### config.mk
export PLATFORM = sky130hd
export DESIGN_NAME = tm_bram_stream_reader
export DESIGN_NICKNAME = d
export VERILOG_FILES = /design/src/rtl/tm_bram_stream_reader.sv
export SDC_FILE = /design/constraint.sdc
export NUM_CORES = 1
export LEC_CHECK = 0
export BUFFER_PORTS_ARGS = -buffer_cell sky130_fd_sc_hd__buf_2
export CORE_MARGIN = 2
export CORE_UTILIZATION = 35
export CTS_BUF_LIST = sky130_fd_sc_hd__clkbuf_4 sky130_fd_sc_hd__clkbuf_8
export CTS_CLUSTER_SIZE = 20
export DETAILED_ROUTE_END_ITERATION = 12
export GPL_TIMING_DRIVEN = 0
export SLEW_MARGIN = 15
export SYNTH_ARGS = -nofsm -noshare
export SYNTH_HDL_FRONTEND = slang
export SYNTH_SLANG_ARGS = --single-unit
export TNS_END_PERCENT = 5
### constraint.sdc
create_clock -name clock -period 6.1 [get_ports clock]
set_clock_uncertainty 0.2 [all_clocks]
set_input_delay 0.915 -clock clock [delete_from_list [all_inputs] [get_ports clock]]
set_output_delay 0.915 -clock clock [all_outputs]
set_load 0.01 [all_outputs]
### src/rtl/tm_bram_stream_reader.sv
// Purpose: BRAM port-B record streamer for Tsetlin inference; optional result writeback under TM_RESULT_WRITEBACK_EN.
// Latency: BRAM_LAT+1 cycles from read issue to decode; beat_valid rises the cycle after decode.
// Backpressure: a beat is held stable until beat_ready; no further read is issued while a beat is pending.
module tm_bram_stream_reader #(
    parameter int                DATA_W     = 32,
    parameter int                ADDR_W     = 32,
    parameter int                FEAT_W     = 8,
    parameter int                CLASS_W    = 4,
    parameter int                CLAUSE_W   = 9,
    parameter int                BRAM_LAT   = 1,
    parameter logic [DATA_W-1:0] STALL_WORD = 32'hFFFF_FFFF,
    parameter logic [DATA_W-1:0] END_WORD   = 32'hFFFF_FF00,
    parameter int                POLL_GAP   = 4,
    parameter int                POLL_LIMIT = 0
) (
    input  logic                  clock,
    input  logic                  reset_n,
    input  logic                  start,
    input  logic [ADDR_W-1:0]     base_addr,
    input  logic [15:0]           max_words,
`ifdef TM_RESULT_WRITEBACK_EN
    input  logic [DATA_W-1:0]     result_word,
`endif
    output logic [ADDR_W-1:0]     bram_addr,
    output logic                  bram_en,
    output logic [DATA_W/8-1:0]   bram_we,
    output logic [DATA_W-1:0]     bram_din,
    input  logic [DATA_W-1:0]     bram_dout,
    output logic                  beat_valid,
    input  logic                  beat_ready,
    output logic [FEAT_W-1:0]     beat_feature,
    output logic [CLASS_W-1:0]    beat_class,
    output logic [CLAUSE_W-1:0]   beat_clause,
    output logic                  busy,
    output logic                  done,
    output logic                  err_overrun,
    output logic                  err_timeout,
    output logic [15:0]           word_count
);

    typedef enum logic [2:0] {
        S_IDLE, S_ISSUE, S_WAIT, S_EVAL, S_HOLD, S_POLL, S_FIN
`ifdef TM_RESULT_WRITEBACK_EN
        , S_WB
`endif
    } state_t;

    localparam logic [ADDR_W-1:0] STEP     = ADDR_W'(DATA_W / 8);
    localparam logic [15:0]       LAT_LAST = 16'(BRAM_LAT - 1);
    // The EVAL cycle already counts as the first idle cycle of the re-poll gap.
    localparam int                POLL_CYC  = (POLL_GAP > 1) ? POLL_GAP - 1 : 1;
    localparam logic [15:0]       POLL_LAST = 16'(POLL_CYC - 1);
    localparam logic [15:0]       POLL_MAX  = 16'(POLL_LIMIT);

    state_t            state, state_n;
    logic [ADDR_W-1:0] addr;
    logic [15:0]       budget;
    logic [15:0]       poll_cnt;
    logic [15:0]       cnt;
    logic [DATA_W-1:0] rec;
    logic              is_end, is_stall, timed_out, last_beat;

    assign is_end    = (rec == END_WORD);
    assign is_stall  = (rec == STALL_WORD);
    assign timed_out = (POLL_LIMIT != 0) && (poll_cnt == POLL_MAX);
    assign last_beat = ((word_count + 16'd1) == budget);

    always_comb begin
        state_n = state;
        case (state)
            S_IDLE:  if (start) state_n = S_ISSUE;
            S_ISSUE: state_n = S_WAIT;
            S_WAIT:  if (cnt == LAT_LAST) state_n = S_EVAL;
            S_EVAL: begin
`ifdef TM_RESULT_WRITEBACK_EN
                if (is_end)        state_n = S_WB;
`else
                if (is_end)        state_n = S_FIN;
`endif
                else if (is_stall) state_n = timed_out ? S_FIN : S_POLL;
                else               state_n = S_HOLD;
            end
            S_HOLD:  if (beat_ready) state_n = last_beat ? S_FIN : S_ISSUE;
            S_POLL:  if (cnt == POLL_LAST) state_n = S_ISSUE;
            S_FIN:   state_n = S_IDLE;
`ifdef TM_RESULT_WRITEBACK_EN
            S_WB:    state_n = S_FIN;
`endif
            default: state_n = S_IDLE;
        endcase
    end

    always_ff @(posedge clock or negedge reset_n) begin
        if (!reset_n) state <= S_IDLE;
        else          state <= state_n;
    end

    always_ff @(posedge clock or negedge reset_n) begin
        if (!reset_n) begin
            addr        <= '0;
            budget      <= '0;
            poll_cnt    <= '0;
            cnt         <= '0;
            rec         <= '0;
            word_count  <= '0;
            err_overrun <= 1'b0;
            err_timeout <= 1'b0;
        end else begin
            // cnt measures time spent in the current state (WAIT and POLL use it).
            cnt <= (state_n != state) ? 16'd0 : cnt + 16'd1;
            case (state)
                S_IDLE: if (start) begin
                    addr        <= base_addr;
                    budget      <= (max_words == 16'd0) ? 16'd1 : max_words;
                    word_count  <= '0;
                    poll_cnt    <= '0;
                    err_overrun <= 1'b0;
                    err_timeout <= 1'b0;
                end
                S_WAIT: if (cnt == LAT_LAST) rec <= bram_dout;
                S_EVAL: begin
                    if (!is_stall)      poll_cnt    <= '0;
                    else if (timed_out) err_timeout <= 1'b1;
                end
                S_HOLD: if (beat_ready) begin
                    word_count <= word_count + 16'd1;
                    addr       <= addr + STEP;
                    if (last_beat) err_overrun <= 1'b1;
                end
                S_POLL: if (cnt == POLL_LAST) poll_cnt <= poll_cnt + 16'd1;
                default: ;
            endcase
        end
    end

    assign busy         = (state != S_IDLE);
    assign done         = (state == S_FIN);
    assign beat_valid   = (state == S_HOLD);
    assign beat_feature = rec[FEAT_W-1:0];
    assign beat_class   = rec[DATA_W-1 -: CLASS_W];
    assign beat_clause  = rec[DATA_W-1-CLASS_W -: CLAUSE_W];

`ifdef TM_RESULT_WRITEBACK_EN
    // Writeback lands one word past the END sentinel.
    assign bram_addr = (state == S_WB) ? addr + STEP : addr;
    assign bram_en   = (state == S_ISSUE) || (state == S_WB);
    assign bram_we   = {(DATA_W/8){state == S_WB}};
    assign bram_din  = (state == S_WB) ? result_word : '0;
`else
    assign bram_addr = addr;
    assign bram_en   = (state == S_ISSUE);
    assign bram_we   = '0;
    assign bram_din  = '0;
`endif

endmodule

[After elaboration in Yosys (flattened, before gate mapping)]
Cells that the tools add are included.
Word-level totals
  bits in registers: 116
  input bits: 84
  output and inout port bits: 111
Cells by class
  $add $sub $neg: 3
  eq/ne operators: 14
  mux-type cells: 20
  reductions and logical operators: 9
Operators by type and width (number)
  $eq A32 B32 Y1 const B: 2
  $mux W16: 4
  $mux W32: 2
  $pmux W32 S2: 1
  $add A16 B1 Y16 const B: 2
  $add A32 B3 Y32 const B: 1
  $logic_not A16 Y1: 2
  $pmux W16 S2: 1
  $pmux W3 S6: 1
  $eq A16 B16 Y1: 1
  $eq A16 B2 Y1 const B: 1
  $mux W3: 5
  $eq A3 B3 Y1 const B: 3
  $eq A3 B2 Y1 const B: 2
  $mux W1: 4
  $ne A2 B1 Y1 const B: 2
  $reduce_and A2 Y1: 2
  $reduce_and A4 Y1: 1
  $eq A3 B1 Y1 const B: 1
  $logic_not A3 Y1: 1
  $ne A3 B3 Y1: 1
  $reduce_and A3 Y1: 1
  $reduce_bool A3 Y1: 1
  $mux W2: 1
  3 further kinds: 3

[Logic depth before layout (Yosys ltp)]
  depth in word-level cells: 7
  depth in mapped cells: 9

[Worst setup path before layout]
Ideal clock, no wire load.
  path type: register to register
  start point: reg word_count[1]
  end point: reg state[0]
  library setup time: 121 ps
  data arrival time: 2244 ps
  slack: 3534 ps
  stages on the path, launching flop included: 9
  buffers on the path: 1
  clock period less this slack: 2566 ps
  path through: dfrtp_1 ha_1 buf_2 nand4_4 o21a_1 or3_4 a2111oi_4 o2111ai_2 o22a_1
Between the ends
  longest elaborated chain between the ends: 5
RTL lines
  start: declaration: line 38  | output logic [15:0] word_count
  start signal: assignment: line 126  | word_count <= word_count + 16'd1;
  $add A16 B1 Y16: line 66  | assign last_beat = ((word_count + 16'd1) == budget);
  $eq A16 B16 Y1: line 66
  $mux W3 (2 in a row): line 83  | S_HOLD: if (beat_ready) state_n = last_beat ? S_FIN : S_ISSUE;
  $pmux W3 S6: line 70  | case (state)
  via state_n[0]: line 55  | state_t state, state_n;
  end signal: assignment: line 95  | else state <= state_n;
  end: declaration: line 55
The timed path passes the listed nets, and every way through them passes these cells.
A chain may end at the register's enable or synchronous reset.

[Final worst setup path]
  start point: reg state[0]
  end point: out beat_valid
Between the ends
  longest elaborated chain between the ends: 1
RTL lines
  $eq A3 B3 Y1: line 138  | assign beat_valid = (state == S_HOLD);
  end: declaration: line 29  | output logic beat_valid,
Every way passes these cells.

==> impl_metrics.ini <==
[sta]
max_slew_margin = 0.2557
tns_ns = 0
slew_violations = 0
grt_setup_unrepaired = no
fmax_mhz = 276.6
hold-worst-slack_ns = 0.2173
tightestPinTransition_ns = 1.108
fin_crit_sh = 0.5927
finalCriticalPeriod_ns = 3.615
setup_violations = 0
hold_violations = 0

[synthesis]
avgSynthCellArea_um2 = 9.427
synth_cell_types = 62
yosysTopAreaCell = dfrtp_1
yosys.area.top_type_share = 0.4374
syn_area_um2 = 6636
ys_seq_area_frac = 0.4374
synth_edf_count = 0
synthCells = 704
yosys_most_used_dff = dfrtp_1
synthArstFlopShare = 1.000
synthTopCellsByArea = dfrtp_1 44%, mux2_2 8.5%, buf_4 6.6%
yosysWarnings = 0
ys_seq_elements = 116

[outcome]
status = complete, no violations

[clock_network]
clk_pin_slew_ns = 0.07
cts_resized = 0
root_buffer = clkbuf_8
cts_htree_levels = 4
postCtsHoldBufs = 0
cts.sinks = 116
cts_tree = yes
cts_buffer_depth = 2
cts_buffers = 17
postCtsSetupBuffers = 0
clock_latency_ns = 0.44

[global_route]
busiest_layer = met2
first_global_vias = 5684
grt_antenna_before_repair = 0
grt_max_degree = 62
grt_overflow = 0
use_met1 = 0.2439
grt_pass1_wl_mm = 29.10
met3_usage = 0.04995
grt_use_met2 = 0.2964
grt_use_total = 0.1840

[min_path]
hp-class = input port to asynchronous set/reset pin

[layout]
fin_util = 0.4430
final_area_um2 = 8259
fillers = 1866
drive_gt1_frac = 0.3484
area_growth_pct = 24.45
multi_input_area_um2 = 3247
ff_latch_area_um2 = 2903
fin_nets = 1006
antenna_cells_inserted = 0

[routing]
initialDrtViolationCount = 348
num_vias = 5874
wirelength_mm = 18.21
wl_per_cell_um = 15.65
drtPass1Iterations = 4
drtAntennaViolNets = 0
drc = 0
avgViaCountPerCell = 5.046

[setup_path]
r2r-end = bram_addr[25]
cp.required_ns = 4.98
critPathKind = register to output pin
worstRegToRegCells = 6
crit_fanout = 10
startpoint = state[0]
worst-r2r-setup-slack_ns = 3.15
worstPathArrival_ns = 2.50
rr_startpoint = state[2]
worst_setup_path_start_kind = register
crit_path_end_kind = output pin

[die]
rows = 50
die_area_um2 = 20080
num_io_pins = 195
die_height_um = 141.7
initial_core_util = 0.3560
die_x_um = 141.7
core_um2 = 18640

[placement]
placed_area_um2 = 7884
hpwlAfterDp_mm = 13.33
portBuffers = 157
routabilityCongestion = 0.8631

[pwr]
power.total_uw = 3503
power_leakage_uw = 0.003814
power_density_nw_per_um2 = 424.1
peakVddDrop_v = 0.0002274

[run]
maxCapViolations = 0
registers in the layout, indices dropped and copies added, names as in the netlist:
| signal | flops |
|---|---|
| bram_addr | 32 |
| budget | 16 |
| cnt | 16 |
| err_overrun | 1 |
| rec | 32 |
| state | 3 |
| word_count | 16 |
synth_stat cells, drive strengths merged, types with 3 or more instances:
library cell	count
a211oi	3
a21oi	38
a2bb2oi	4
a31oi	8
a32oi	4
and2	4
and3	13
buf	74
clkbuf	20
dfrtp	116
ha	5
inv	9
mux2	50
nand2	59
nand2b	4
nand3	28
nand4	19
nor2	62
nor2b	5
nor3	10
nor3b	3
nor4	16
o21ai	61
o22a	5
o22ai	10
o2bb2a	4
o31a	3
o31ai	3
or2	3
or3	3
xnor2	19
xor2	14
layout by cell type, fill, tap and decap left out, types with 27 or more instances in the layout:
cell type  count
buf_2        170
dfrtp_1      116
nor2_1        62
nand2_1       59
o21ai_0       59
buf_4         58
mux2_2        50
a21oi_1       38
conb_1        37
nand3_1       27
power breakdown:
| part | switching, uW | total, uW | internal, uW | leakage (uW) |
|---|---|---|---|---|
| registers | 284 | 1350 | 1060 | 0.00143 |
| logic | 754 | 1470 | 717 | 0.00220 |
| clock network | 339 | 685 | 346 | 0.000184 |
| total | 1380 | 3500 | 2130 | 0.00381 |
per-layer routing:
| layer | vias up | part of all wire |
|---|---|---|
| met4 | 0 | 0.013 |
| met5 | - | 0 |
| met1 | 2795 | 0.45 |
| li1 | 2862 | - |
| met3 | 19 | 0.066 |
| met2 | 198 | 0.47 |
layout make-up:
| cell class | count | share of cell area |
|---|---|---|
| Multi-Input combinational cell | 521 | 0.3931 |
| Sequential cell | 116 | 0.3515 |
| Timing Repair Buffer | 158 | 0.09923 |
| Buffer | 94 | 0.07120 |
| Tap cell | 234 | 0.03545 |
| Clock buffer | 20 | 0.03257 |
| Clock inverter | 12 | 0.01288 |
| Inverter | 9 | 0.004090 |
cell families after synthesis:
family | share of synthesized area
multiplexers | 0.08786
flip-flops | 0.4374
AND/OR/NAND/NOR | 0.1778
AO/OA/AOI/OAI | 0.1497
buffers and inverters | 0.09370
adder cells (fa/ha/maj) | 0.009427
XOR/XNOR | 0.04355
other | 0.0005651
stage by stage:
stage               instances  setup WS (ns)
floorplan                 740          3.534
global placement         1131          2.339
detailed placement       1132          2.678
CTS                      1164          2.395
global route             1164          2.326
finish                   1164          2.485
how the worst max path moves through the flow:
stage,depth (start not counted),slack (ns),endpoint
after detailed placement,7,2.68,bram_addr[22]
after global placement,1,2.34,bram_addr[0]
after CTS,5,2.39,beat_valid
after global routing,5,2.33,beat_valid
after floorplan,8,3.53,state[0]
final,5,2.48,beat_valid
critical path: stages (launching register included):
cell,delay (ns)
dfrtp_1,0.44
or3b_2,0.51
inv_1,0.08
buf_2,0.23
clkbuf_1,0.54
buf_2,0.25
No activity file was read; power rests on OpenSTA's default activity.
